$ cat src/rtl/systolic_input_feeder.sv
// Input feeder for the weight-stationary systolic array: row FIFO, diagonal
// skew chains, and the zero-row drain that flushes the array after each batch.

module systolic_input_feeder_lane #(
    parameter int STAGES = 1
) (
    input  logic       clk,
    input  logic       reset_n,
    input  logic       i_shift,
    input  logic [7:0] i_d,
    output logic [7:0] o_q
);
    logic [STAGES-1:0][7:0] r_pipe;

    always_ff @(posedge clk or negedge reset_n) begin
        if (!reset_n) begin
            r_pipe <= '0;
        end else if (i_shift) begin
            r_pipe[0] <= i_d;
            for (int k = 1; k < STAGES; k++) r_pipe[k] <= r_pipe[k-1];
        end
    end

    assign o_q = r_pipe[STAGES-1];
endmodule

module systolic_input_feeder #(
    parameter int N     = 16,
    parameter int DEPTH = 4,
    parameter int DRAIN = 2*N-1
) (
    input  logic                     clk,
    input  logic                     reset_n,
    input  logic                     in_valid,
    output logic                     in_ready,
    input  logic [8*N-1:0]           in_data,
    input  logic                     in_last,
    output logic [8*N-1:0]           array_in_o,
    output logic                     array_en_o,
    output logic                     busy_o,
    output logic                     flush_done_o,
    output logic [$clog2(DEPTH):0]   fifo_count_o
);
    localparam int AW  = $clog2(DEPTH);
    localparam int CW  = AW + 1;
    localparam int DCW = $clog2(DRAIN + 1);

    typedef enum logic [1:0] {S_IDLE, S_STREAM, S_FLUSH} state_t;

    state_t           r_state, w_state_nxt;
    logic [8*N-1:0]   r_mem_data [DEPTH];
    logic             r_mem_last [DEPTH];
    logic [AW-1:0]    r_wptr, r_rptr;
    logic [CW-1:0]    r_count, w_count_nxt;
    logic             r_in_ready;
    logic [DCW-1:0]   r_drain, w_drain_nxt, w_drain_inc;
    logic             r_en, r_done;
    logic             w_push, w_pop, w_shift, w_zero, w_done;
    logic [8*N-1:0]   w_head_data, w_shift_row;
    logic             w_head_last;

    assign w_push      = in_valid & r_in_ready;
    assign w_head_data = r_mem_data[r_rptr];
    assign w_head_last = r_mem_last[r_rptr];
    assign w_count_nxt = r_count + CW'(w_push) - CW'(w_pop);
    assign w_drain_inc = r_drain + DCW'(1);

    // Storage needs no reset; occupancy is tracked by the pointers and count.
    always_ff @(posedge clk) begin
        if (w_push) begin
            r_mem_data[r_wptr] <= in_data;
            r_mem_last[r_wptr] <= in_last;
        end
    end

    always_ff @(posedge clk or negedge reset_n) begin
        if (!reset_n) begin
            r_wptr     <= '0;
            r_rptr     <= '0;
            r_count    <= '0;
            r_in_ready <= 1'b0;
        end else begin
            if (w_push) r_wptr <= r_wptr + AW'(1);
            if (w_pop)  r_rptr <= r_rptr + AW'(1);
            r_count    <= w_count_nxt;
            r_in_ready <= (w_count_nxt < CW'(DEPTH));
        end
    end

    always_ff @(posedge clk or negedge reset_n) begin
        if (!reset_n) begin
            r_state <= S_IDLE;
            r_drain <= '0;
            r_en    <= 1'b0;
            r_done  <= 1'b0;
        end else begin
            r_state <= w_state_nxt;
            r_drain <= w_drain_nxt;
            r_en    <= w_shift;
            r_done  <= w_done;
        end
    end

    always_comb begin
        w_state_nxt = r_state;
        w_drain_nxt = '0;
        w_pop       = 1'b0;
        w_shift     = 1'b0;
        w_zero      = 1'b0;
        w_done      = 1'b0;
        case (r_state)
            S_IDLE, S_STREAM: begin
                // An empty FIFO in STREAM is a bubble: chains hold, no zero row.
                if (r_count != '0) begin
                    w_pop       = 1'b1;
                    w_shift     = 1'b1;
                    w_state_nxt = w_head_last ? S_FLUSH : S_STREAM;
                end
            end
            S_FLUSH: begin
                w_shift     = 1'b1;
                w_zero      = 1'b1;
                w_drain_nxt = w_drain_inc;
                if (w_drain_inc == DCW'(DRAIN)) begin
                    w_done      = 1'b1;
                    w_state_nxt = S_IDLE;
                end
            end
            default: w_state_nxt = S_IDLE;
        endcase
    end

    assign w_shift_row = w_zero ? '0 : w_head_data;

    // Lane g carries g+1 registers, giving the diagonal skew at the array edge.
    for (genvar g = 0; g < N; g++) begin : g_lane
        systolic_input_feeder_lane #(.STAGES(g + 1)) u_lane (
            .clk     (clk),
            .reset_n (reset_n),
            .i_shift (w_shift),
            .i_d     (w_shift_row[8*g +: 8]),
            .o_q     (array_in_o[8*g +: 8])
        );
    end

    assign in_ready     = r_in_ready;
    assign array_en_o   = r_en;
    assign flush_done_o = r_done;
    assign fifo_count_o = r_count;
    // The done cycle still counts as busy so busy falls the cycle after it.
    assign busy_o       = (r_state != S_IDLE) || (r_count != '0) || r_done;
endmodule
$ cat config.mk
export PLATFORM = sky130hd
export DESIGN_NAME = systolic_input_feeder
export DESIGN_NICKNAME = d
export VERILOG_FILES = /design/src/rtl/systolic_input_feeder.sv
export SDC_FILE = /design/constraint.sdc
export NUM_CORES = 2
export LEC_CHECK = 0
export ABC_AREA = 1
export BUFFER_PORTS_ARGS = -buffer_cell sky130_fd_sc_hd__buf_4
export CORE_MARGIN = 2
export CORE_UTILIZATION = 60
export DETAILED_ROUTE_END_ITERATION = 7
export GPL_TIMING_DRIVEN = 0
export MAX_ROUTING_LAYER = met4
export PLACE_DENSITY = 0.83
export SLEW_MARGIN = 0
export SYNTH_ARGS = -nofsm -noshare
export SYNTH_HDL_FRONTEND = slang
export SYNTH_SLANG_ARGS = --single-unit
export TNS_END_PERCENT = 20
$ cat constraint.sdc
create_clock -name clk -period 16.72 [get_ports clk]
set_input_delay 0.836 -clock clk [delete_from_list [all_inputs] [get_ports clk]]
set_output_delay 0.836 -clock clk [all_outputs]
set_load 0.01 [all_outputs]
# Word level (Yosys, flattened, before mapping)
# Memories as Yosys holds them, arrays and structs flattened.
# Cells that the tools add are included.
[classes]
n_addsub = 5
n_mul = 0
div_mod_pow = 0
magnitude_cmp = 1
eq_ne = 5
shift = 0
n_mux = 14
n_bitwise = 1
reduce_logical = 7
[ops]
columns = ["operator", "count"]
rows = [
  ["$mux 128", 1],
  ["$mux 1", 7],
  ["$mux 2", 3],
  ["$add 5x1->5 const B", 1],
  ["$eq 5x5->1 const B", 1],
  ["$mux 5", 1],
  ["$add 2x1->2 const B", 2],
  ["$ne 2x2->1 const B", 2],
  ["$pmux 2 s2", 1],
  ["$add 3x1->3", 1],
  ["$lt 3x3->1 const B", 1],
  ["$reduce_bool 3->1", 1],
  ["$sub 3x1->3", 1],
  ["$eq 2x1->1 const B", 1],
  ["$eq 2x2->1 const B", 1],
  ["$logic_not 2->1", 1],
  ["$logic_or 1x1->1", 2],
  ["$pmux 1 s2", 1],
  ["$reduce_and 2->1", 1],
  ["$reduce_bool 2->1", 1],
  ["$reduce_or 2->1", 1],
  ["$and 1x1->1", 1],
]
[word_totals]
ff_bits = 1105
latch_bits = 0
ram_bits = 516
romBits = 0
input_bits = 132
output_inout_bits = 135
mem_count = 2
[mem_list]
columns = ["name", "depth", "width", "rd", "rd_clocked_by_memory_dff", "write_ports", "line_no", "source"]
rows = [
  ["r_mem_data", 4, 128, 1, 0, 1, "51", "logic [8*N-1:0] r_mem_data [DEPTH];"],
  ["r_mem_last", 4, 1, 1, 0, 1, "52", "logic r_mem_last [DEPTH];"],
]

# Depth between registers and ports, before layout
[logic_depth]
ltp_word = 5
mapped_depth = 14
mapped_depth_nobuf = 11

# By module
# From an unflattened synthesis, not the netlist that was laid out.
[hier_totals]
hier_cells = 6335
hier_area_um2 = 63468.4
[by_module_without_submodules]
columns = ["mod", "instances", "cells_per_inst", "area_per_inst_um2", "seq_area_each_um2"]
rows = [
  ["systolic_input_feeder", 1, 1613, 20876.3, 15920.3],
  ["systolic_input_feeder_lane (g_lane[15].u_lane)", 1, 549, 5019.8, 3203.1],
  ["systolic_input_feeder_lane (g_lane[14].u_lane)", 1, 515, 4568.1, 3002.9],
  ["systolic_input_feeder_lane (g_lane[13].u_lane)", 1, 482, 4322.9, 2802.7],
  ["systolic_input_feeder_lane (g_lane[12].u_lane)", 1, 448, 4010.1, 2602.5],
  ["systolic_input_feeder_lane (g_lane[11].u_lane)", 1, 414, 3698.5, 2402.3],
  ["systolic_input_feeder_lane (g_lane[10].u_lane)", 1, 380, 3387.0, 2202.1],
  ["systolic_input_feeder_lane (g_lane[9].u_lane)", 1, 346, 3109.2, 2001.9],
  ["systolic_input_feeder_lane (g_lane[8].u_lane)", 1, 312, 2808.9, 1801.7],
  ["systolic_input_feeder_lane (g_lane[7].u_lane)", 1, 278, 2506.2, 1601.5],
  ["systolic_input_feeder_lane (g_lane[6].u_lane)", 1, 245, 2174.6, 1401.3],
  ["systolic_input_feeder_lane (g_lane[5].u_lane)", 1, 211, 1875.5, 1201.2],
  ["systolic_input_feeder_lane (g_lane[4].u_lane)", 1, 178, 1676.6, 1001.0],
  ["systolic_input_feeder_lane (g_lane[3].u_lane)", 1, 144, 1355.0, 800.8],
  ["3 more rows", "--", "--", "--", "--"],
]

# Least setup slack after synthesis
# No wires, ideal clock.
[synth_timing]
path_kind = "input port to flip-flop"
start = "input in_valid"
end = "memory r_mem_data[0][0] in the netlist's numbering, enable pin"
t_arrival_ns = 6.380
required_time_ns = 16.101
path_slack_ns = 9.721
stages = 2
n_path_buf = 0
cell_sequence = "nand2_1 nor2_1"
[synth_via]
elab_chain_len = 3
[synth_lines]
columns = ["item", "line_no", "source"]
rows = [
  ["from (decl)", "34", "input logic in_valid,"],
  ["$and 1x1->1", "62", "assign w_push = in_valid & r_in_ready;"],
  ["$mux 1", "70", "if (w_push) begin"],
  ["$mux 1 (not written as such)", "71", "r_mem_data[r_wptr] <= in_data;"],
  ["to (decl)", "51", ""],
]
# Every way passes these cells.

# Worst setup path after layout
[layout_timing]
start = "register r_count[1] (netlist: fifo_count_o[1])"
end = "register r_in_ready (netlist: in_ready)"
[layout_via]
elab_chain_len = 5
[layout_lines]
columns = ["item", "line_no", "source"]
rows = [
  ["from (decl)", "54", "logic [CW-1:0] r_count, w_count_nxt;"],
  ["from (signal assigned)", "85", "r_count <= w_count_nxt;"],
  ["$reduce_bool 3->1", "114", "if (r_count != '0) begin"],
  ["$mux 1", "114", ""],
  ["$mux 1", "111", "case (r_state)"],
  ["net w_pop", "58", "logic w_push, w_pop, w_shift, w_zero, w_done;"],
  ["$sub 3x1->3", "65", "assign w_count_nxt = r_count + CW'(w_push) - CW'(w_pop);"],
  ["net w_count_nxt[2]", "54", ""],
  ["$lt 3x3->1", "86", "r_in_ready <= (w_count_nxt < CW'(DEPTH));"],
  ["to (signal assigned)", "86", ""],
  ["to (decl)", "55", "logic r_in_ready;"],
]
# The timed path passes the listed nets, and every way through them passes these cells.
# A chain may end at the register's enable or synchronous reset.

==> flow_summary.yaml <==
synth:
  ys.flop_type: "dfrtp_1"
  yosys.area_share.xor_xnor: 0.0005718
  yosysWarnings: 0
  synthSimpleGateAreaFrac: 0.1422
  synth-edff-count: 516
  muxShareOfSynthArea: 0
  synth-adder-area-share: 0.001960
  syn_inst: 5717
  synth_seq_cells: 1621
  syn_area_um2: 61270
  avgSynthCellArea_um2: 10.72
  postSynth.asyncResetShare: 0.6817
  seq_area_frac_synth: 0.7042
  synth_nets: 5858
  synth-compound-area-share: 0.07923
  yosysUniqueCellTypes: 21
  synth_top_family_by_area: "simple AND/OR/NAND/NOR gates"
die:
  die_h_um: 323.6
  die_x_um: 323.6
  fp-row-count: 117
  ios: 267
  die_area_um2: 104700
  core-area_um2: 101600
  start_util: 0.6031
layout:
  layout_commonest_cell: "nand2_1"
  multi_input_area_um2: 13750
  drive_gt1_frac: 0.1357
  regArea_um2: 43150
  area_delta_synth_final_pct: 15.46
  post-route-util: 0.6963
  final_area_um2: 70750
  nets: 6307
  fillers: 6841
  final_cell_mix: "nand2_1, dfrtp_1, edfxtp_1"
global_route:
  grt_pass1_vias: 43760
  overflow: 0
  grt_max_degree: 190
  grt_first_pass_wirelength_um: 239200
  grt_antenna_before_repair: 24
  grt_usage: 0.3083
critical_path:
  cp_common_cell: "inv_1"
  rr_worst_depth: 14
  critical-path-slowest-cell: "buf_2"
  path_buf_inv: 7
  worstPathRequired_ns: 17.35
  cp-end-kind: "register"
  crit_chain: "nor2_1 > nand2_1 > nand2_2 > buf_4 > inv_2 > buf_2 > buf_2 > ha_1 > inv_1 > ha_1 > inv_1 > fa_1 > xor2_1 > inv_1"
  r2r_setup_slack_ns: 13.20
  max_stage_delay_ns: 0.48
  crit_path_max_fanout: 12
  critPathLaunch: "fifo_count_o[1]"
  cp.depth: 14
  rr_startpoint: "fifo_count_o[1]"
  critPathTopFamily: "buffers and inverters"
  r2r_end: "in_ready"
  startpoint_type: "register"
  critPathKind: "reg -> reg"
  endpoint: "in_ready"
  crit_arrival_ns: 4.15
cts:
  clock_latency_ns: 0.77
  cts_made_buffers: 155
  cts.sink_count: 1621
  clock_path_buffers: 3
  cts_resized: 0
  cts_root_buf: "clkbuf_16"
  cts_tree: "yes"
  htree_levels: 4
  post_cts_buffers: 0
  clkTransAtPathRegs_ns: 0.06
power:
  p_leak_uw: 0.03200
  irDropWorstVdd_mv: 0.1456
  intPower_uw: 9736
  power.share.clock: 0.218
  switching_share: 0.3937
  powerDensity_nw_per_um2: 227.0
  p_seq_frac: 0.397
  switchingPower_uw: 6323
  p_comb_frac: 0.384
timing:
  max_slew_margin: 0.2515
  clock.fmax_ghz: 0.2838
  whs_ns: 0.2681
  fin_crit_ns: 3.523
  setup_viol: 0
  postLayoutSetupSlackWorst_ns: 13.20
  rsz0062_at_grt: "no"
  finalCritPeriodShare: 0.2107
  finClkSkew_ns: 0.03007
  tightest_slew_ns: 1.123
  finalHoldViolations: 0
  drv_slew: 0
  finalSetupTns_ns: 0
placement:
  gp_congestion: 0.8661
  port_buffers: 266
  detailed_place.area_um2: 65590
  pre_cts_ws_ns: 13.29
  dp_hpwl_um: 98830
drt:
  ant_nets: 0
  dr.pass1.iters: 6
  dr_total_vias: 43310
  via_per_inst: 5.633
  drt_iter0_drc: 5022
  wl_um: 154700
  drc: 0
  avgRoutedWirePerCell_um: 20.13
run:
  cap_viol_max_count: 0
status:
  status: "completed"
hold_path:
  worst_hold_path_type: "in -> reg"
[power by group through the flow]
stage	clock network, uW	logic (uW)	registers [uW]
global placement	0	5640	6440
detailed placement	0	5970	6420
floorplan	0	3920	6270
CTS	3520	6120	6370
global route	3690	6830	6520
finish	3500	6170	6380
[state kept, by name (all words and copies together), names as in the netlist]
signal,count
g_lane.u_lane.r_pipe,960
r_mem_data,512
g_lane.u_lane.o_q,128
r_drain,5
r_mem_last,4
fifo_count_o,3
r_rptr,2
r_state,2
r_wptr,2
array_en_o,1
flush_done_o,1
in_ready,1
[area by class of cell]
| cell class | instances | share of cell area |
|---|---|---|
| repair buffers | 292 | 0.03657 |
| diodes | 30 | 0.001061 |
| clock inverters | 60 | 0.009108 |
| plain buffers | 461 | 0.03534 |
| inverters | 506 | 0.02685 |
| flip-flops and latches | 1621 | 0.6099 |
| clock buffers | 222 | 0.06257 |
| multi-input cells | 3129 | 0.1944 |
| well taps | 1368 | 0.02419 |
[repair_timing]
item	in CTS	in global routing
setup endpoints to repair	0	0
hold buffers	1	0
endpoints found under the hold margin	4	0
[logic make-up (layout without fill, tap and decap cells)]
group                      count (synthesis)  after routing
AOI/OAI and AO/OA                        970            970
xor gates and xnor gates                   4              4
adders and majority gates                  9              9
buffers and inverters                    967           1541
DFF                                     1621           1621
other                                      0             30
and+or+nand+nor                         2146           2146
[synth_stat cells (2+ instances only)]
library cell	instances	area [um2]
nand2_1	1130	4242
dfrtp_1	1105	27650
edfxtp_1	516	15490
nand3_1	513	2567
inv_1	503	1888
nor2_1	498	1869
a21oi_1	485	2427
o21ai_0	453	2267
buf_2	183	915.9
buf_4	138	1036
clkbuf_1	125	469.2
o21ai_1	32	160.2
buf_1	12	45.04
ha_1	8	100.1
xor2_1	4	35.03
buf_6	3	33.78
inv_2	3	11.26
nand2_2	2	12.51
nand4_1	2	12.51
[worst min path at each step]
stage | start | end | slack [ns] | cells after the start
finish | in_data[1] | r_mem_data[0][1] | 0.27 | 1
global route | in_data[22] | r_mem_data[1][22] | 0.26 | 1
CTS | in_data[1] | r_mem_data[0][1] | 0.24 | 1
detailed placement | g_lane[14].u_lane.r_pipe[17] | g_lane[14].u_lane.r_pipe[25] | 0.45 | 2
global placement | g_lane[3].u_lane.r_pipe[21] | g_lane[3].u_lane.o_q[5] | 0.45 | 2
floorplan | g_lane[14].u_lane.r_pipe[92] | g_lane[14].u_lane.r_pipe[100] | 0.44 | 2
[per-layer routing]
layer,vias up,track usage,part of all wire
li1,19430,-,-
met1,21450,0.3847,0.38
met4,0,0.1536,0.046
met3,440,0.06562,0.092
met2,1992,0.4829,0.48
met5,-,-,0
[metrics by stage]
step	total power [uW]	cells
final	16060	7689
after floorplan	10190	5717
after CTS	16020	7659
after global routing	17040	7681
after global placement	12080	7351
after detailed placement	12390	7376
(Power assumes the default switching activity.)
